<file path="src/rtl/counter_mon_pkg.sv">
// Shared encodings for the counter monitor: observer state and step class.
package counter_mon_pkg;

  typedef enum logic [1:0] {
    UNSYNC = 2'd0,
    HOLD   = 2'd1,
    UP     = 2'd2,
    DOWN   = 2'd3
  } mon_state_t;

  typedef enum logic [1:0] {
    STEP_HOLD    = 2'd0,
    STEP_UP      = 2'd1,
    STEP_DOWN    = 2'd2,
    STEP_ILLEGAL = 2'd3
  } step_t;

endpackage

</file>
<file path="src/rtl/counter_step_classifier.sv">
// Combinational classifier: turns the modular difference between two counter
// samples into a step class and flags the two wrap-around transitions.
module counter_step_classifier
  import counter_mon_pkg::*;
#(
  parameter int WIDTH = 4
) (
  input  logic [WIDTH-1:0] prev,
  input  logic [WIDTH-1:0] counter_in,
  output step_t            step,
  output logic             is_wrap_up,
  output logic             is_wrap_down
);

  localparam logic [WIDTH-1:0] ONE = WIDTH'(1);
  localparam logic [WIDTH-1:0] MAX = '1;

  logic [WIDTH-1:0] delta;

  // Natural WIDTH-bit wrap makes max->0 a +1 step and 0->max a -1 step.
  assign delta = counter_in - prev;

  always_comb begin
    if (delta == '0) begin
      step = STEP_HOLD;
    end else if (delta == ONE) begin
      step = STEP_UP;
    end else if (delta == MAX) begin
      step = STEP_DOWN;
    end else begin
      step = STEP_ILLEGAL;
    end
  end

  assign is_wrap_up   = (prev == MAX) && (counter_in == '0);
  assign is_wrap_down = (prev == '0) && (counter_in == MAX);

endmodule

</file>
<file path="src/rtl/counter_monitor.sv">
// Passive on-line checker for an up/down counter: tracks direction, flags
// wraps and illegal steps, and keeps a saturating count of the latter.
module counter_monitor
  import counter_mon_pkg::*;
#(
  parameter int WIDTH     = 4,
  parameter int ERR_CNT_W = 8
) (
  input  logic                 clock,
  input  logic                 reset_n,
  input  logic                 sample_en,
  input  logic                 sync_clear,
  input  logic [WIDTH-1:0]     counter_in,
  output logic                 dir_valid,
  output logic                 direction,
  output logic                 holding,
  output logic                 wrap_up,
  output logic                 wrap_down,
  output logic                 error_pulse,
  output logic [ERR_CNT_W-1:0] error_count
);

  localparam logic [ERR_CNT_W-1:0] ERR_MAX = '1;

  mon_state_t           state_reg, state_next;
  logic [WIDTH-1:0]     prev_reg, prev_next;
  logic                 direction_reg, direction_next;
  logic                 wrap_up_reg, wrap_up_next;
  logic                 wrap_down_reg, wrap_down_next;
  logic                 error_pulse_reg, error_pulse_next;
  logic [ERR_CNT_W-1:0] error_count_reg, error_count_next;

  step_t step;
  logic  is_wrap_up;
  logic  is_wrap_down;
  logic  sample_ok;
  logic  tracking;

  counter_step_classifier #(
    .WIDTH(WIDTH)
  ) u_classifier (
    .prev        (prev_reg),
    .counter_in  (counter_in),
    .step        (step),
    .is_wrap_up  (is_wrap_up),
    .is_wrap_down(is_wrap_down)
  );

  // sync_clear outranks sample_en; a step only counts once we hold a valid prev.
  assign sample_ok = sample_en && !sync_clear;
  assign tracking  = sample_ok && (state_reg != UNSYNC);

  always_ff @(posedge clock or negedge reset_n) begin
    if (!reset_n) begin
      state_reg <= UNSYNC;
    end else begin
      state_reg <= state_next;
    end
  end

  always_comb begin
    state_next = UNSYNC;
    if (sample_ok) begin
      if (state_reg == UNSYNC) begin
        state_next = HOLD;
      end else begin
        unique case (step)
          STEP_UP:   state_next = UP;
          STEP_DOWN: state_next = DOWN;
          default:   state_next = HOLD;
        endcase
      end
    end
  end

  always_comb begin
    prev_next        = prev_reg;
    direction_next   = direction_reg;
    wrap_up_next     = 1'b0;
    wrap_down_next   = 1'b0;
    error_pulse_next = 1'b0;
    error_count_next = error_count_reg;
    if (sample_ok) begin
      prev_next = counter_in;
    end
    if (tracking) begin
      unique case (step)
        STEP_UP: begin
          direction_next = 1'b1;
          wrap_up_next   = is_wrap_up;
        end
        STEP_DOWN: begin
          direction_next = 1'b0;
          wrap_down_next = is_wrap_down;
        end
        STEP_ILLEGAL: begin
          error_pulse_next = 1'b1;
          if (error_count_reg != ERR_MAX) begin
            error_count_next = error_count_reg + ERR_CNT_W'(1);
          end
        end
        default: ;
      endcase
    end
  end

  always_ff @(posedge clock or negedge reset_n) begin
    if (!reset_n) begin
      prev_reg        <= '0;
      direction_reg   <= 1'b0;
      wrap_up_reg     <= 1'b0;
      wrap_down_reg   <= 1'b0;
      error_pulse_reg <= 1'b0;
      error_count_reg <= '0;
    end else begin
      prev_reg        <= prev_next;
      direction_reg   <= direction_next;
      wrap_up_reg     <= wrap_up_next;
      wrap_down_reg   <= wrap_down_next;
      error_pulse_reg <= error_pulse_next;
      error_count_reg <= error_count_next;
    end
  end

  assign dir_valid   = (state_reg == UP) || (state_reg == DOWN);
  assign holding     = (state_reg == HOLD);
  assign direction   = direction_reg;
  assign wrap_up     = wrap_up_reg;
  assign wrap_down   = wrap_down_reg;
  assign error_pulse = error_pulse_reg;
  assign error_count = error_count_reg;

endmodule

</file>
<file path="config.mk">
export PLATFORM = sky130hd
export DESIGN_NAME = counter_monitor
export DESIGN_NICKNAME = d
export VERILOG_FILES = /design/src/rtl/counter_mon_pkg.sv /design/src/rtl/counter_step_classifier.sv /design/src/rtl/counter_monitor.sv
export SDC_FILE = /design/constraint.sdc
export NUM_CORES = 1
export LEC_CHECK = 0
export CORE_MARGIN = 1.5
export CORE_UTILIZATION = 50
export DETAILED_ROUTE_END_ITERATION = 12
export PLACE_DENSITY_LB_ADDON = 0.1
export REMOVE_ABC_BUFFERS = 1
export SYNTH_ARGS = -nofsm -noshare
export SYNTH_HDL_FRONTEND = slang
export SYNTH_SLANG_ARGS = --single-unit
</file>
<file path="constraint.sdc">
create_clock -name clock -period 5.1 [get_ports clock]
set_input_delay 0.51 -clock clock [delete_from_list [all_inputs] [get_ports clock]]
set_output_delay 0.51 -clock clock [all_outputs]
set_load 0.1 [all_outputs]
</file>
# After elaboration in Yosys (flattened, before gate mapping)
# Cells that the tools add are included.
# word_totals
regBits	18
latch_bits	0
ram_bits	0
rom_bits	0
output_inout_bits	14
elab_cells	47
memories	0
# op_classes
addsub	2
n_mul	0
div	0
order_cmp	0
n_eq_ne	11
shifts	0
n_mux	13
n_bitwise	0
n_reduce_logical	14
# ops
op	count
$eq 4x4->1 const B	3
$logic_not 4->1	3
$add 8x1->8 const B	1
$eq 2x2->1 const B	4
$mux 2	4
$ne 8x8->1 const B	1
$mux 1	7
$eq 2x1->1 const B	2
$eq 4x1->1 const B	1
$logic_and 1x1->1	4
$pmux 2 s2	1
$reduce_bool 2->1	2
$sub 4x4->4	1
$reduce_and 3->1	1
$logic_not 2->1	1
$pmux 1 s2	1
$reduce_and 2->1	1
$logic_not 1->1	1
$logic_or 1x1->1	1

# Logic depth before layout (Yosys ltp)
# Gate-level depths: netlist (run 1).
# logic_depth
ltp_word	9
depth_mapped	11

# Hierarchy
# A second synthesis (run 1) with hierarchy kept.
# hier_totals
cells_unflattened	103
hier_area_um2	1046.0
# by_module_without_submodules
mod	n_inst	cells_per_inst	area_per_inst_um2	seq_area_each_um2
counter_monitor	1	79	859.6	450.4
counter_step_classifier	1	24	186.4	0.0

# Worst setup path after synthesis (run 1)
# OpenSTA, ideal clock, no wires.
# synth_timing
path_type	in2reg
from	input port counter_in[0]
to	register error_count_reg[1] (netlist: error_count[1])
setup_time_ns	0.126
arrival_ns	2.635
required_ns	4.974
path_slack_ns	2.340
path_stages	10
path_buffers	0
cell_sequence	inv_1 > ha_1 > fa_1 > xor2_1 > or3_1 > mux2_2 > ha_1 > nand3_1 > nor2_1 > mux2_2
# synth_via
elab_chain_len	7
# synth_lines
element	line_no	text
start, declared	counter_monitor.sv:13	input logic [WIDTH-1:0] counter_in,
$sub 4x4->4 *	counter_step_classifier.sv:21	assign delta = counter_in - prev;
$eq 4x4->1	counter_step_classifier.sv:28	end else if (delta == MAX) begin
$mux 1	counter_step_classifier.sv:28	
$mux 2	counter_step_classifier.sv:26	end else if (delta == ONE) begin
$mux 2 *	counter_step_classifier.sv:24	if (delta == '0) begin
$eq 2x2->1 *	counter_monitor.sv:87	unique case (step)
$reduce_and 3->1 (no source line) *	--	
end signal, assigned	counter_monitor.sv:121	error_count_reg <= error_count_next;
end, declared	counter_monitor.sv:31	logic [ERR_CNT_W-1:0] error_count_reg, error_count_next;
# Mark *: on every way between the ends. The rest lies on a longest branch, timed or not.
# A chain may end at the register's enable or synchronous reset.

# Final worst setup path (run 1)
# layout_timing
from	input port counter_in[0]
to	register error_count_reg[7] (netlist: error_count[7])
# The elaborated chain is that of the path after synthesis.

==> out/qor.yml, run 1 <==
die:
  fp.dieW_um: 47.4
  core_um2: 1780
  core.rowCount: 15
  die_area_um2: 2250
  dieHeight_um: 47.4
  io-pin-count: 22
  start_util_pct: 55.4
sta:
  fmax_mhz: 319
  fin_ws_ns: 1.96
  tightest_slew_ns: 0.991
  rsz0062_at_grt: "no"
  finalSetupTns_ns: 0
  fin_crit_ns: 3.14
  final-hold-violation-count: 0
  period_share_pct: 61.5
  setup_viol: 0
  skew_ns: 0.00759
  max_slew_margin_pct: 33.7
  drv_slew: 0
final_layout:
  largest_register_ffs: 8
  fillCellCount: 129
  antenna_cells: 0
  stdcell_count: 145
  drive_above_1_share_pct: 9.17
  nNetsFinal: 137
  syn_to_final_growth_pct: 27.8
  utilization_pct: 70.7
worst_setup_path:
  slowest_stage: "clkdlybuf4s50_1"
  r2r-start: "prev_reg[2]"
  cp-start-kind: "input port"
  cp_max_fo: 8
  crit_buf_inv: 2
  reg2reg_to: "error_count[7]"
  reg2reg_depth: 10
  cp.arrival_ns: 3.32
  crit_required_ns: 5.28
  crit_chain: "clkdlybuf4s50_1 -> inv_1 -> ha_1 -> fa_1 -> xor2_1 -> or3_1 -> mux2_2 -> ha_1 -> nand3_1 -> nor3_1 -> mux2_2"
  crit_path_max_incr_delay_ns: 0.51
  cp.depth: 11
  critPathKind: "input port to register"
  crit_family: "adder cells"
  worstSetupStartpoint: "counter_in[0]"
  cp-end-kind: "register"
  crit_end: "error_count[7]"
  r2r_setup_slack_ns: 2.27
detailed_routing:
  drc_errors: 0
  vias: 769
  drt-met1-wl_um: 846
  routed.top_layer: "met4"
  routed_wirelength_mm: 1.76
  route.met2.wl_um: 831
  drt_iter0_markers: 7
  viasPerCell: 5.30
  post_drt_wl_per_cell_um: 12.2
  ant_nets: 0
  dr.pass1.iters: 4
  met3_length_um: 60
pwr:
  ir_drop_v: 0.000306
  combPwrFrac_pct: 47.9
  p_int_uw: 279
  power_uw: 529
  p_sw_share_pct: 47.3
  p_leak_nw: 0.588
  pwr-share-seq_pct: 35.2
  switchingPower_uw: 251
  p_per_area_nw_per_um2: 420
  power_frac_clock_pct: 16.9
grt:
  track_usage_pct: 20.1
  overflow: 0
  grt_first_pass_wirelength_mm: 3.12
  grt_pass1_vias: 732
  grt_start_max_net_pins: 19
  antenna_found_initial: 0
synthesis:
  ys_types: 30
  synthArstFlopShare_pct: 100
  yosys_warnings: 0
  seq_area_frac_synth_pct: 45.6
  avgSynthCellArea_um2: 10.3
  synth_ff_type: "dfrtp_1"
  ys_seq_elements: 18
  syn_inst: 96
  synth_edf_count: 0
  synth_area_um2: 987
clocking:
  clockBufferDepth: 2
  cts_sinks: 18
  cts_tree: "built"
  clockRootBuffer: "clkbuf_4"
  cts_setup_buffers: 0
  cts_resized: 0
  ctsHoldBuffers: 0
  numCtsBuffers: 3
  clk_pin_slew_ns: 0.10
  clk_latency_ns: 0.30
  htree_levels: 1
worst_hold_path:
  hp-class: "register to register"
flow_run:
  cap_violations: 0
placement:
  gp_congestion: 0.860
  dpl.cell_count: 141
  io_buffers: 21
  place_ws_ns: 1.65
  hpwl_mm: 1.38
outcome:
  run_status: "finished clean"
==> cell usage in the layout, fill, tap and decap left out <==
cell type,instances
nand2b_1,1
ha_1,7
nand3_1,8
nor3_4,1
nor4_1,1
nor2b_1,1
nand4_1,1
clkbuf_4,3
or4b_1,1
clkbuf_8,1
or2_1,1
fa_1,1
nor2_1,4
and3_1,2
nand2_2,1
xor2_1,6
nand2_1,10
o21ai_0,6
a31oi_1,1
clkdlybuf4s50_1,21
xnor2_1,2
mux2_2,3
nor3b_1,1
o31ai_1,1
dfrtp_1,18
nor3_1,5
or3_1,1
mux2i_1,1
inv_1,5
nor4_2,1
nor2b_4,1
a21oi_1,3
==> kinds of logic (layout without fill, tap and decap cells) <==
| kind of cell | Yosys count | count (layout) | synth area share (%) |
|---|---|---|---|
| AOI/OAI and AO/OA | 11 | 11 | 5.96 |
| xor gates and xnor gates | 8 | 8 | 7.10 |
| adders and majority gates | 8 | 8 | 10.9 |
| buffers and inverters | 6 | 30 | 2.28 |
| DFF | 18 | 18 | 45.6 |
| muxes | 4 | 4 | 4.44 |
| and+or+nand+nor | 41 | 41 | 23.7 |
==> through the flow <==
step | cell area, um^2 | hold WS, ns
detailed placement | 1220 | 0.501
floorplan | 983 | 0.214
finish | 1260 | 0.511
CTS | 1260 | 0.516
global placement | 1220 | 0.491
global route | 1260 | 0.554
==> cell usage after synthesis, drive strengths merged, types with 2 or more instances <==
master / number / area, um^2
dfrtp: 18 / 450
nand2: 11 / 43.8
nand3: 8 / 40.0
ha: 7 / 87.6
nor3: 6 / 41.3
o21ai: 6 / 30.0
xor2: 6 / 52.6
inv: 5 / 18.8
nor2: 4 / 15.0
a21oi: 3 / 15.0
mux2: 3 / 33.8
and3: 2 / 12.5
nor2b: 2 / 20.0
nor4: 2 / 18.8
xnor2: 2 / 17.5
==> power groups by stage <==
| stage | Clock, mW | Combinational (mW) | Sequential [mW] |
|---|---|---|---|
| final | 0.0896 | 0.254 | 0.186 |
| after global routing | 0.0955 | 0.269 | 0.191 |
| after CTS | 0.0909 | 0.255 | 0.186 |
| after detailed placement | 0 | 0.254 | 0.189 |
| after global placement | 0 | 0.251 | 0.189 |
| after floorplan | 0 | 0.0717 | 0.308 |
==> how the worst min path moves through the flow <==
stage,start,end,slack [ns],depth (start not counted)
2_1_floorplan,reset_n,direction,0.21,0
3_3_place_gp,direction,direction,0.49,2
3_5_place_dp,error_count[6],error_count[6],0.50,1
4_1_cts,error_count[6],error_count[6],0.52,1
5_1_grt,error_count[6],error_count[6],0.55,1
6_report,error_count[6],error_count[6],0.51,1
==> cell type report <==
cell class | count | area [um^2] | area share [%]
repair buffers | 21 | 210 | 16.7
inverters | 5 | 18.8 | 1.49
flip-flops and latches | 18 | 450 | 35.7
multi-input cells | 72 | 514 | 40.8
well taps | 25 | 31.3 | 2.48
clock buffers | 4 | 36.3 | 2.88
==> routing by layer <==
layer  vias up  GRT usage [%]
li1        389              -
met1       362           27.7
met2        14           31.6
met3         4           3.40
met4         0           8.33
met5         -              0
No activity file was read; power rests on OpenSTA's default activity.
==> run 2, diff against run 1 <==
--- a/config.mk
+++ b/config.mk
@@ -6,7 +6,7 @@
 export NUM_CORES = 1
 export LEC_CHECK = 0
 export CORE_MARGIN = 1.5
-export CORE_UTILIZATION = 50
+export CORE_UTILIZATION = 44
 export DETAILED_ROUTE_END_ITERATION = 12
 export PLACE_DENSITY_LB_ADDON = 0.1
 export REMOVE_ABC_BUFFERS = 1
==> constraint.sdc (replaced) <==
create_clock -name clock -period 2.8 [get_ports clock]
set_input_delay 0.28 -clock clock [delete_from_list [all_inputs] [get_ports clock]]
set_output_delay 0.28 -clock clock [all_outputs]
set_load 0.1 [all_outputs]
==> out/qor.yml, run 2 (synthesized netlist as in run 1, its figures left out) <==
outcome:
  run_status: "finished clean"  # unchanged
sta:
  tightest_slew_ns: 0.815  # was 0.991 ns
  holdWs_ns: 0.454  # was 0.511 ns
  max_slew_margin_pct: 45.5  # was 33.7%
  final-hold-violation-count: 0  # unchanged
  period_share_pct: 96.2
  setup_viol: 0  # unchanged
  drv_slew: 0  # unchanged
  finalSetupTns_ns: 0  # unchanged
  fin_crit_ns: 2.69
  skew_ns: 0.00289  # was 0.00759 ns
  fmax_mhz: 371
  rsz0062_at_grt: "no"  # unchanged
pwr:
  power_mw: 1.01  # was 529 uW
  ir_drop_v: 0.00107  # was 0.000306 V
  p_leak_nw: 0.659  # was 0.588 nW
  p_per_area_nw_per_um2: 755  # was 420 nW/um^2
clocking:
  cts_tree: "built"  # unchanged
  clockBufferDepth: 2  # unchanged
  cts_resized: 0  # unchanged
  cts_setup_buffers: 0  # unchanged
  clockRootBuffer: "clkbuf_4"  # unchanged
  clk_pin_slew_ns: 0.11  # was 0.10 ns
  ctsHoldBuffers: 0  # unchanged
  clk_latency_ns: 0.28  # was 0.30 ns
  htree_levels: 1  # unchanged
  cts_sinks: 18  # unchanged
  numCtsBuffers: 3  # unchanged
grt:
  grt_start_max_net_pins: 19  # unchanged
  grt_first_pass_wirelength_mm: 3.59  # was 3.12 mm
  grt_pass1_vias: 808  # was 732
  overflow: 0  # unchanged
  track_usage_pct: 18.2  # was 20.1%
  antenna_found_initial: 0  # unchanged
detailed_routing:
  routed_wirelength_mm: 1.93  # was 1.76 mm
  drc_errors: 0  # unchanged
  drt_iter0_markers: 10  # was 7
  viasPerCell: 5.15  # was 5.30
  dr.pass1.iters: 4  # unchanged
  post_drt_wl_per_cell_um: 12.3  # was 12.2 um
  vias: 808  # was 769
  ant_nets: 0  # unchanged
final_layout:
  utilization_pct: 65.3  # was 70.7%
  nNetsFinal: 147  # was 137
  final_cell_mix: "buf_4 (24), dfrtp_1 (18), nand2_1 (10), nand3_1 (7), clkdlybuf4s50_1 (7)"  # was clkdlybuf4s50_1 (21), dfrtp_1 (18), nand2_1 (10), nand3_1 (8), ha_1 (7)
  drive_above_1_share_pct: 30.8  # was 9.17%
  post-route-cell-area_um2: 1330  # was 1260 um^2
  syn_to_final_growth_pct: 35.1  # was 27.8%
  antenna_cells: 0  # unchanged
  largest_register_ffs: 8  # unchanged
  final_common_cell: "buf_4"  # was clkdlybuf4s50_1
die:
  dieHeight_um: 50.4  # was 47.4 um
  core_um2: 2040  # was 1780 um^2
  core.rowCount: 16  # was 15
  fp.dieW_um: 50.4  # was 47.4 um
  start_util_pct: 48.3  # was 55.4%
  die_area_um2: 2540  # was 2250 um^2
  io-pin-count: 22  # unchanged
worst_setup_path:
  crit_path_max_incr_delay_ns: 0.49  # was 0.51 ns
  cp_max_fo: 3  # was 8
  crit_top_cell: "ha_1"
  cp-end-kind: "register"  # unchanged
  crit_required_ns: 2.98  # was 5.28 ns
  r2r-start: "prev_reg[0]"  # was prev_reg[2]
  crit_family: "adder cells"  # unchanged
  crit_buf_inv: 3  # was 2
  r2r_setup_slack_ns: 0.21  # was 2.27 ns
  cp.arrival_ns: 2.88  # was 3.32 ns
  cp-start-kind: "input port"  # unchanged
  crit_chain: "clkdlybuf4s50_1 -> inv_1 -> ha_1 -> fa_2 -> xor2_2 -> or3_1 -> mux2_2 -> buf_4 -> ha_1 -> o21ai_1 -> o31ai_1"  # was clkdlybuf4s50_1 -> inv_1 -> ha_1 -> fa_1 -> xor2_1 -> or3_1 -> mux2_2 -> ha_1 -> nand3_1 -> nor3_1 -> mux2_2
  crit_end: "direction"  # was error_count[7]
  slowest_stage: "clkdlybuf4s50_1"  # unchanged
  critPathKind: "input port to register"  # unchanged
  worstSetupStartpoint: "counter_in[0]"  # unchanged
  reg2reg_to: "direction"  # was error_count[7]
  cp.depth: 11  # unchanged
  reg2reg_depth: 9  # was 10
placement:
  placed_cell_area_um2: 1270  # was 1220 um^2
  io_buffers: 21  # unchanged
  hpwl_mm: 1.52  # was 1.38 mm
  gp_congestion: 0.866  # was 0.860
worst_hold_path:
  hp-class: "input port to asynchronous set/reset pin"  # was register to register
flow_run:
  cap_violations: 0  # unchanged
==> run 2: layout make-up <==
cell class,instances,area [um^2]
fill,178,708
multi-input combinational,72,544
sequential,18,450
timing repair buffer,31,250
clock buffer,4,36.3
tap,27,33.8
inverter,5,18.8
==> run 2: through the flow <==
stage,std cells,worst slack [ns]
after detailed placement,153,-0.307
final,157,0.105
after floorplan,95,0.199
after CTS,157,0.000546
after global routing,157,0.0144
after global placement,153,-0.229
==> run 2: power breakdown <==
group	leakage, nW	internal (mW)	switching [mW]	total [mW]
combinational	0.401	0.157	0.346	0.503
sequential	0.237	0.298	0.0440	0.342
clock	0.0210	0.0790	0.0818	0.161
total	0.659	0.534	0.472	1.01
==> run 2: worst register-to-register path, delay by kind of cell (launching register included) <==
family	cells	cell delay, ns
multiplexers	1	0.29
XOR/XNOR	1	0.19
AND/OR/NAND/NOR	1	0.33
adder cells (fa/ha/maj)	3	0.90
flip-flops	1	0.43
AO/OA/AOI/OAI	2	0.22
buffers and inverters	1	0.13
==> run 2: worst min-delay path by stage <==
stage / start / to / slack (ns) / depth (start not counted)
4_1_cts: reset_n / wrap_down / 0.49 / 1
6_report: reset_n / state_reg[1] / 0.45 / 1
5_1_grt: reset_n / state_reg[1] / 0.53 / 1
3_3_place_gp: direction / direction / 0.49 / 2
2_1_floorplan: reset_n / direction / -0.02 / 0
3_5_place_dp: error_count[6] / error_count[6] / 0.51 / 1
==> run 2: metal layers <==
metal | GRT usage [%] | vias up | wire [um] | share of wire (%)
li1 | - | 405 | - | -
met1 | 25.4 | 386 | 954 | 50
met2 | 30.5 | 15 | 899 | 47
met3 | 3.57 | 2 | 66 | 3.4
met4 | 1.35 | 0 | 4 | 0.21
met5 | 0 | - | 0 | 0
==> run 3, diff against run 2 <==
--- a/config.mk
+++ b/config.mk
@@ -9,7 +9,9 @@
 export CORE_UTILIZATION = 44
 export DETAILED_ROUTE_END_ITERATION = 12
 export PLACE_DENSITY_LB_ADDON = 0.1
+export RECOVER_POWER = 50
 export REMOVE_ABC_BUFFERS = 1
+export SKIP_LAST_GASP = 1
 export SYNTH_ARGS = -nofsm -noshare
 export SYNTH_HDL_FRONTEND = slang
 export SYNTH_SLANG_ARGS = --single-unit
==> out/qor.yml, run 3 (synthesized netlist as in run 1, its figures left out) <==
die:
  dieHeight_um: 50.4  # unchanged
  core_um2: 2040  # unchanged
  fp.dieW_um: 50.4  # unchanged
  die_area_um2: 2540  # unchanged
  core.rowCount: 16  # unchanged
  start_util_pct: 48.3  # unchanged
  io-pin-count: 22  # unchanged
detailed_routing:
  drt_iter0_markers: 10  # unchanged
  vias: 807  # was 808
  routed_wirelength_mm: 1.93  # about the same
  viasPerCell: 5.14  # was 5.15
  dr.pass1.iters: 4  # unchanged
  ant_nets: 0  # unchanged
  post_drt_wl_per_cell_um: 12.3  # about the same
  drc_errors: 0  # unchanged
clocking:
  cts_tree: "built"  # unchanged
  clk_pin_slew_ns: 0.11  # about the same
  clk_latency_ns: 0.28  # about the same
  cts_sinks: 18  # unchanged
  clockBufferDepth: 2  # unchanged
  cts_setup_buffers: 0  # unchanged
  numCtsBuffers: 3  # unchanged
  clockRootBuffer: "clkbuf_4"  # unchanged
  htree_levels: 1  # unchanged
worst_setup_path:
  r2r-start: "prev_reg[0]"  # unchanged
  cp.arrival_ns: 2.88  # about the same
  cp_max_fo: 3  # unchanged
  cp-end-kind: "register"  # unchanged
  cp-start-kind: "input port"  # unchanged
  critPathKind: "input port to register"  # unchanged
  worstSetupStartpoint: "counter_in[0]"  # unchanged
  crit_required_ns: 2.98  # about the same
sta:
  final-hold-violation-count: 0  # unchanged
  rsz0062_at_grt: "no"  # unchanged
  skew_ns: 0.00293  # was 0.00289 ns
  tightest_slew_ns: 1.17  # was 0.815 ns
  fin_crit_ns: 2.70  # was 2.69 ns
  fmax_mhz: 371  # about the same
  period_share_pct: 96.3  # was 96.2%
  fin_ws_ns: 0.103  # was 0.105 ns
  setup_viol: 0  # unchanged
  max_slew_margin_pct: 22.0  # was 45.5%
  drv_slew: 0  # unchanged
final_layout:
  antenna_cells: 0  # unchanged
  nNetsFinal: 147  # unchanged
  drive_above_1_share_pct: 27.7  # was 30.8%
  syn_to_final_growth_pct: 33.2  # was 35.1%
  final_cell_mix: "buf_4 (21), dfrtp_1 (18), nand2_1 (10), nand3_1 (7), ha_1 (6)"  # was buf_4 (24), dfrtp_1 (18), nand2_1 (10), nand3_1 (7), clkdlybuf4s50_1 (7)
  utilization_pct: 64.4  # was 65.3%
  largest_register_ffs: 8  # unchanged
  final_common_cell: "buf_4"  # unchanged
flow_run:
  cap_violations: 0  # unchanged
placement:
  gp_congestion: 0.866  # unchanged
  place_ws_ns: -0.307  # unchanged
  hpwl_mm: 1.52  # unchanged
  io_buffers: 21  # unchanged
pwr:
  p_per_area_nw_per_um2: 763  # was 755 nW/um^2
  p_int_uw: 532  # was 534 uW
  p_leak_nw: 0.642  # was 0.659 nW
  ir_drop_v: 0.00106  # was 0.00107 V
  power_frac_clock_pct: 16.0  # about the same
  power_mw: 1.00  # was 1.01 mW
  switchingPower_uw: 471  # was 472 uW
  pwr-share-seq_pct: 34.1  # was 34.0%
  combPwrFrac_pct: 49.9  # was 50.0%
  p_sw_share_pct: 47.0  # was 46.9%
grt:
  overflow: 0  # unchanged
  antenna_found_initial: 0  # unchanged
  grt_start_max_net_pins: 19  # unchanged
  grt_pass1_vias: 808  # unchanged
  grt_first_pass_wirelength_mm: 3.59  # unchanged
  track_usage_pct: 18.2  # unchanged
outcome:
  run_status: "finished clean"  # unchanged
worst_hold_path:
  hp-class: "register to register"  # was input port to asynchronous set/reset pin
  hold_path_startpoint: "direction"
run 3: cell types whose count changed in the layout (fill, tap and decap cells not counted):
cell             previous run  this run
clkdlybuf4s50_1             7         5
buf_4                      24        21
clkbuf_1                    0         3
nor2b_4                     1         0
dlygate4sd3_1               0         2
nor2b_1                     1         2
run 3: layout make-up:
type | count | area [um^2]
Clock buffer | 4 | 36.3
Fill cell | 184 | 727
Inverter | 5 | 18.8
Multi-Input combinational cell | 72 | 537
Sequential cell | 18 | 450
Tap cell | 27 | 33.8
Timing Repair Buffer | 31 | 239
run 3: critical path, cell delays in order:
cell and delay [ns]:
clkdlybuf4s50_1 0.49, inv_1 0.06, ha_1 0.22, fa_2 0.36
xor2_2 0.19, or3_1 0.33, mux2_2 0.29, buf_4 0.13
ha_1 0.32, o21ai_1 0.14, o31ai_1 0.08
run 3: final timing paths:
check | depth (start not counted) | slack (ns) | end
worst min register to register | 2 | 0.51 | direction
worst max register to register | 9 | 0.21 | direction
min in group asynchronous | 1 | 0.52 | state_reg[1]
worst max-delay path | 11 | 0.10 | direction
worst min-delay path | 2 | 0.51 | direction
max in group asynchronous | 1 | 1.77 | error_count[4]
run 3: power by group through the flow:
stage | Combinational (mW) | Clock (mW) | Sequential (mW)
floorplan | 0.131 | 0 | 0.561
global placement | 0.484 | 0 | 0.345
detailed placement | 0.488 | 0 | 0.348
CTS | 0.490 | 0.167 | 0.343
global route | 0.532 | 0.177 | 0.352
finish | 0.501 | 0.161 | 0.342
run 3: what timing repair did:
| action | CTS | global route |
|---|---|---|
| setup endpoints to repair | 0 | 10 |
| gates resized for setup | 0 | 7 |
| hold buffers | 0 | 0 |
run 3: routing by layer:
layer  part of all wire [%]  vias up  wire length (um)  global-route usage (%)
li1                       -      404                 -                       -
met1                     50      386               961                    25.4
met2                     47       15               899                    30.5
met3                    3.4        2                65                    3.57
met4                   0.21        0                 4                    1.35
met5                      0        -                 0                       0
run 3: through the flow:
stage / hold slack [ns] / area [um^2] / std cells / setup TNS, ns
floorplan: -0.0156 / 983 / 95 / 0
global placement: 0.494 / 1270 / 153 / -1.72
detailed placement: 0.505 / 1270 / 153 / -2.40
CTS: 0.489 / 1300 / 157 / 0
global route: 0.542 / 1320 / 157 / 0
finish: 0.510 / 1320 / 157 / 0
